## config.mk

```make
export PLATFORM = sky130hd
export DESIGN_NAME = multicycle_controller
export DESIGN_NICKNAME = d
export VERILOG_FILES = /design/src/rtl/multicycle_controller.sv
export SDC_FILE = /design/constraint.sdc
export NUM_CORES = 1
export LEC_CHECK = 0
export ABC_AREA = 1
export CORE_MARGIN = 4
export CORE_UTILIZATION = 30
export DETAILED_ROUTE_END_ITERATION = 7
export GPL_TIMING_DRIVEN = 1
export PLACE_DENSITY = 0.75
export SLEW_MARGIN = 40
export SYNTH_ARGS = -nofsm -noshare
export SYNTH_HDL_FRONTEND = slang
export SYNTH_SLANG_ARGS = --single-unit
```

## constraint.sdc

```tcl
create_clock -name clk -period 1.1 [get_ports clk]
set_input_delay 0.22 -clock clk [delete_from_list [all_inputs] [get_ports clk]]
set_output_delay 0.22 -clock clk [all_outputs]
set_load 0.03 [all_outputs]
```

## src/rtl/multicycle_controller.sv

```systemverilog
// multicycle_controller: multicycle RV32I control FSM driving datapath selects and write enables.
// Optional MEM_WAIT_EN adds mem_ready stalls in FETCH, MEMREAD and MEMWRITE.
module multicycle_controller (
    input  logic       clk,
    input  logic       reset_n,
    input  logic [6:0] op,
    input  logic [2:0] funct3,
    input  logic       zero,
`ifdef MEM_WAIT_EN
    input  logic       mem_ready,
`endif
    output logic       pc_write,
    output logic       adr_src,
    output logic       mem_write,
    output logic       ir_write,
    output logic [1:0] result_src,
    output logic [1:0] alu_src_a,
    output logic [1:0] alu_src_b,
    output logic [1:0] alu_op,
    output logic [1:0] imm_src,
    output logic       reg_write,
    output logic       illegal,
    output logic       instret,
    output logic [3:0] state
);
    typedef enum logic [3:0] {
        S_RESET, S_FETCH, S_DECODE, S_MEMADR, S_MEMREAD, S_MEMWB, S_MEMWRITE,
        S_EXECR, S_EXECI, S_ALUWB, S_JAL, S_BRANCH, S_ILLEGAL
    } state_t;
    localparam logic [6:0] OP_LW = 7'b0000011, OP_SW = 7'b0100011, OP_R = 7'b0110011,
                           OP_I = 7'b0010011, OP_JAL = 7'b1101111, OP_BR = 7'b1100011;
    state_t cur, nxt;
    logic ready, pc_update, branch, take;
`ifdef MEM_WAIT_EN
    assign ready = mem_ready;
`else
    assign ready = 1'b1;
`endif
    assign state   = cur;
    assign illegal = cur == S_ILLEGAL;
    assign take    = funct3 == 3'b000 ? zero : funct3 == 3'b001 ? ~zero : 1'b0;
    assign imm_src = op == OP_SW ? 2'b01 : op == OP_BR ? 2'b10 : op == OP_JAL ? 2'b11 : 2'b00;
    always_ff @(posedge clk or negedge reset_n)
        if (!reset_n) cur <= S_RESET;
        else cur <= nxt;
    always_comb begin
        nxt        = cur;
        pc_update  = 1'b0;
        branch     = 1'b0;
        adr_src    = 1'b0;
        mem_write  = 1'b0;
        ir_write   = 1'b0;
        result_src = 2'b00;
        alu_src_a  = 2'b00;
        alu_src_b  = 2'b00;
        alu_op     = 2'b00;
        reg_write  = 1'b0;
        instret    = 1'b0;
        case (cur)
            S_RESET: nxt = S_FETCH;
            S_FETCH: begin
                nxt        = ready ? S_DECODE : S_FETCH;
                ir_write   = ready;
                pc_update  = ready;
                alu_src_b  = 2'b10;
                result_src = 2'b10;
            end
            S_DECODE: begin
                alu_src_a = 2'b01;
                alu_src_b = 2'b01;
                nxt = (op == OP_LW || op == OP_SW) ? S_MEMADR :
                      op == OP_R   ? S_EXECR :
                      op == OP_I   ? S_EXECI :
                      op == OP_JAL ? S_JAL :
                      (op == OP_BR && funct3[2:1] == 2'b00) ? S_BRANCH : S_ILLEGAL;
            end
            S_MEMADR: begin
                alu_src_a = 2'b10;
                alu_src_b = 2'b01;
                nxt       = op == OP_LW ? S_MEMREAD : S_MEMWRITE;
            end
            S_MEMREAD: begin
                adr_src = 1'b1;
                nxt     = ready ? S_MEMWB : S_MEMREAD;
            end
            S_MEMWB: begin
                result_src = 2'b01;
                reg_write  = 1'b1;
                instret    = 1'b1;
                nxt        = S_FETCH;
            end
            S_MEMWRITE: begin
                adr_src   = 1'b1;
                mem_write = 1'b1;
                instret   = ready;
                nxt       = ready ? S_FETCH : S_MEMWRITE;
            end
            S_EXECR: begin
                alu_src_a = 2'b10;
                alu_op    = 2'b10;
                nxt       = S_ALUWB;
            end
            S_EXECI: begin
                alu_src_a = 2'b10;
                alu_src_b = 2'b01;
                alu_op    = 2'b10;
                nxt       = S_ALUWB;
            end
            S_ALUWB: begin
                reg_write = 1'b1;
                instret   = 1'b1;
                nxt       = S_FETCH;
            end
            S_JAL: begin
                alu_src_a = 2'b01;
                alu_src_b = 2'b10;
                pc_update = 1'b1;
                nxt       = S_ALUWB;
            end
            S_BRANCH: begin
                alu_src_a = 2'b10;
                alu_op    = 2'b01;
                branch    = 1'b1;
                instret   = 1'b1;
                nxt       = S_FETCH;
            end
            S_ILLEGAL: nxt = S_ILLEGAL;
            default: nxt = S_RESET;
        endcase
        pc_write = pc_update | (branch & take);
    end
endmodule

```

; Yosys cells after proc, flatten, opt, wreduce, memory -nomap -nowiden
; Index checks and enable logic that the tools add are counted.
[totals]
ff_bits = 4
latch_bits = 0
ramBits = 0
romBits = 0
input_bits = 13
elab_cells = 61
n_memories = 0
[op_classes]
add_sub_neg = 0
multipliers = 0
n_div = 0
magnitude_cmp = 0
eq_ne = 19
shifts = 0
muxes = 23
bitwise = 3
n_reduce_logical = 15
[op_table]
columns = op, count
row1 = $pmux 4 s7, 1
row2 = $eq 4x4->1 const B, 5
row3 = $eq 4x3->1 const B, 4
row4 = $pmux 2 s2, 4
row5 = $eq 7x6->1 const B, 2
row6 = $eq 7x7->1 const B, 2
row7 = $reduce_or 2->1, 5
row8 = $mux 1, 9
row9 = $mux 3, 3
row10 = $eq 4x2->1 const B, 2
row11 = $mux 2, 4
row12 = $mux 4, 2
row13 = $reduce_or 4->1, 2
row14 = $eq 7x2->1 const B, 1
row15 = $eq 7x5->1 const B, 1
row16 = $reduce_or 3->1, 2
row17 = $reduce_or 5->1, 1
row18 = $eq 4x1->1 const B, 1
row19 = $logic_not 4->1, 1
row20 = $eq 3x1->1 const B, 1
row21 = $logic_not 3->1, 1
row22 = $logic_not 2->1, 1
row23 = $and 1x1->1, 1
row24 = $logic_and 1x1->1, 1
row25 = 3 further kinds, 3

; Depth between registers and ports, before layout
[logic_depth]
depth_word = 8
mapped_depth = 7
depth_no_buf = 7

; Worst setup path before layout
; No wires, ideal clock.
[synth_path]
path_kind = reg-to-output
start = reg cur[2], in the netlist state[2]
end = out pc_write
arrival_time_ns = 1.698
required_ns = 0.880
slack_ns = -0.818
stages_incl_launch_ff = 6
n_path_buf = 0
cell_sequence = dfrtp_1 > inv_1 > nand2_1 > nor2_1 > inv_1 > nand3_1
[synth_between]
elab_chain_cells = 4
[synth_lines]
columns = item, line_no
row1 = "start, declared", 32  ; state_t cur, nxt;
row2 = "start signal, assigned", 45  ; else cur <= nxt;
row3 = $eq 4x4->1 or $eq 4x1->1 (tied branches), 59  ; case (cur)
row4 = $reduce_or 2->1 (no line) or $mux 1 (tied branches), -
row5 = $mux 1 or $and 1x1->1 (tied branches), "59, 130"
row6 = $or 1x1->1 (*), 130  ; pc_write = pc_update | (branch & take);
row7 = "end, declared", 12  ; output logic pc_write,
; Every way passes the cells marked *; elsewhere a longest branch is shown, timed or not.

; Final worst setup path
[layout_path]
start = reg cur[2], in the netlist state[2]
end = out instret
[layout_between]
elab_chain_cells = 3
[layout_lines]
columns = item, line_no
row1 = $eq 4x4->1 or $eq 4x3->1 (tied branches), 59
row2 = $reduce_or 4->1 (no line) (*), -
row3 = $mux 1 (*), 59
row4 = "end, declared", 23  ; output logic instret,
; Marks and branches as above.

==> results <==
routing by layer:
layer	GRT usage (%)	vias to the layer above	share of wire [%]
met2	35.9	25	57
met4	6.45	0	1.2
met3	2.58	4	4.8
met5	0	-	0
met1	18.0	362	37
li1	-	413	-
report_power, final:
part	internal [µW]	switching, µW
sequential	227	145
combinational	1260	1510
clock	122	54.0
total	1600	1710
final cells by class:
type | count | area share, %
Timing Repair Buffer | 66 | 46.2
Multi-Input combinational cell | 68 | 37.7
Sequential cell | 4 | 8.02
Inverter | 15 | 4.87
Clock buffer | 3 | 1.72
Tap cell | 16 | 1.53
timing repair:
| action | CTS | global route |
|---|---|---|
| setup buffers | 4 | 6 |
| pin swaps | 15 | 8 |
| resized for setup | 74 | 20 |
| endpoints found under the setup margin | 25 | 25 |
how the worst max path moves through the flow:
stage / start / to
finish: state[2]$_DFF_PN0_ / instret
global route: state[2]$_DFF_PN0_ / instret
CTS: state[2]$_DFF_PN0_ / instret
detailed placement: funct3[2] / pc_write
global placement: funct3[2] / pc_write
floorplan: state[2]$_DFF_PN0_ / pc_write
cell usage in the layout, fill, tap and decap left out:
master,instances
nor2_4,9
o21ai_0,2
o21ai_2,2
a21oi_1,1
nand2_2,8
or2_1,1
o21ai_1,2
nor2_1,8
dfrtp_2,4
nand4_1,1
nand2_1,13
inv_2,10
nor3_1,2
nand2_4,6
inv_4,3
nand3_4,2
buf_2,4
buf_6,27
a21oi_4,2
clkbuf_4,3
a21oi_2,1
nor3_2,1
buf_4,29
nor2_2,2
dlygate4sd2_1,1
o21bai_1,1
clkdlybuf4s50_1,4
nand3b_1,1
buf_8,1
nand3_1,2
o211ai_1,1
inv_1,2
cells by family (layout without fill, tap and decap cells):
| family | after synthesis | count (layout) |
|---|---|---|
| buf+inv | 16 | 84 |
| flops | 4 | 4 |
| simple gates | 56 | 56 |
| compound gates | 12 | 12 |
per-stage QoR:
stage	util, %	instances	area, µm²	power [µW]
2_1_floorplan	-	88	572	1680
6_report	86.0	172	1310	3310
4_1_cts	80.8	169	1230	3120
3_5_place_dp	69.4	162	1060	2600
3_3_place_gp	69.4	162	1060	2580
5_1_grt	86.0	172	1310	3510
synthesized netlist by cell type (all sizes together):
cell type,instances
o21bai,1
or2,1
o211ai,1
nand3b,1
nand4,1
nor3,3
nand3,4
buf,1
nor2,19
dfrtp,4
o21ai,6
a21oi,4
nand2,27
inv,15
==> results.py <==
metrics = {
    "die": {
        "ioPinCount": 34,
        "die_h_um": 48.3,
        "row_count": 14,
        "die_area_um2": 2330,
        "coreArea_um2": 1520,
        "start_util_pct": 31.9,
        "die_width_um": 48.3,
    },
    "worst_setup_path": {
        "worst_ep_required_time_ps": 880,
        "cp-end-kind": "output port",
        "critPathKind": "flip-flop to output port",
        "r2r-start": "state[2]$_DFF_PN0_",
        "arrival_ps": 1350,
        "path_max_fanout": 6,
        "worst-path-buf-inv": 3,
        "path_cells": "inv_2, nor2_1, inv_2, a21oi_4, nor2_1, o21ai_2, buf_6",
        "reg2reg_slack_ps": -160,
        "critPathSlowestCell": "dfrtp_2",
        "max_stage_delay_ps": 440,
        "r2r_cells": 7,
        "setup.worst_path.start_class": "flip-flop",
        "worstReg2RegEnd": "state[3]$_DFF_PN0_",
        "cp_num_cells": 7,
        "cp_top_family": "flip-flops",
    },
    "grt": {
        "grt_max_degree": 7,
        "track_usage_pct": 17.9,
        "antenna_found_initial": 0,
        "overflow": 0,
        "grt_pass1_wl_um": 2940,
        "grt_pass1_vias": 754,
    },
    "sta": {
        "tightest_slew_ps": 255,
        "final.period_utilization_pct": 142,
        "slew_headroom_pct": 82.9,
        "finalSetupViolCount": 23,
        "maxSlewViolCount": 0,
        "rsz0062_at_grt": "true",
        "fmax_mhz": 638,
        "hold_ws_ps": 190,
        "final_hold_viol_count": 0,
        "setup_ws_ps": -467,
        "skew_ps": 4.95,
        "tns_ps": -6820,
        "finalCriticalPeriod_ps": 1570,
    },
    "drt": {
        "viasPerCell": 4.67,
        "vias": 804,
        "drt_pass1_iterations": 4,
        "finalWirelength_um": 1950,
        "drc": 0,
        "first_iter_violations": 7,
        "wl_per_cell_um": 11.3,
        "ant_nets": 0,
    },
    "synthesis": {
        "muxShareOfSynthArea_pct": 0,
        "seq_area_frac_synth_pct": 20.6,
        "ys_seq_elements": 4,
        "yosys_warnings": 0,
        "synthAdderAreaFrac_pct": 0,
        "synth_top_area_share_pct": 20.6,
        "synth_top_family_by_area": "simple AND/OR/NAND/NOR gates",
        "ys_top_cells_by_area": "dfrtp_1, nand2_1, nor2_1",
        "synth-compound-area-share_pct": 14.9,
        "synth_xor_area_share_pct": 0,
        "netlist.top_cell.by_area": "dfrtp_1",
        "synthSimpleGateAreaFrac_pct": 51.4,
        "syn_area_um2": 487,
        "syn_nets": 101,
        "avgSynthCellArea_um2": 5.53,
        "synth_cells": 88,
        "ys_types": 21,
    },
    "outcome": {
        "violations": "setup timing",
        "status": "complete, but fails checks",
    },
    "placed_design": {
        "io_buffers": 33,
        "pre_cts_ws_ps": -489,
        "hpwl_um": 1340,
        "place.gp.congestion": 0.850,
    },
    "pwr": {
        "p_per_area_nw_per_um2": 2530,
        "vdd_ir_drop_max_v": 0.00125,
        "p_leak_uw": 0.000664,
    },
    "layout": {
        "multi_input_area_um2": 494,
        "drive_above_1_share_pct": 73.1,
        "fillers": 88,
        "syn_to_final_growth_pct": 169,
        "largest_reg_flops": 4,
        "antenna_cells": 0,
        "regArea_um2": 105,
        "layout.nets": 171,
    },
    "clocking": {
        "cts_sinks": 4,
        "cts_tree": "built",
        "cts_buffer_depth": 2,
        "clkTransAtPathRegs_ps": 40,
        "holdBufCountCts": 0,
        "cts_made_buffers": 3,
        "cts-root-buf": "clkbuf_4",
        "worstSkewPairLatency_ps": 230,
        "cts_max_level": 1,
    },
    "flow_run": {
        "drv_cap": 0,
    },
    "min_path": {
        "hp-class": "input pin to async pin",
    },
}
Power figures use the tool's default switching activity.
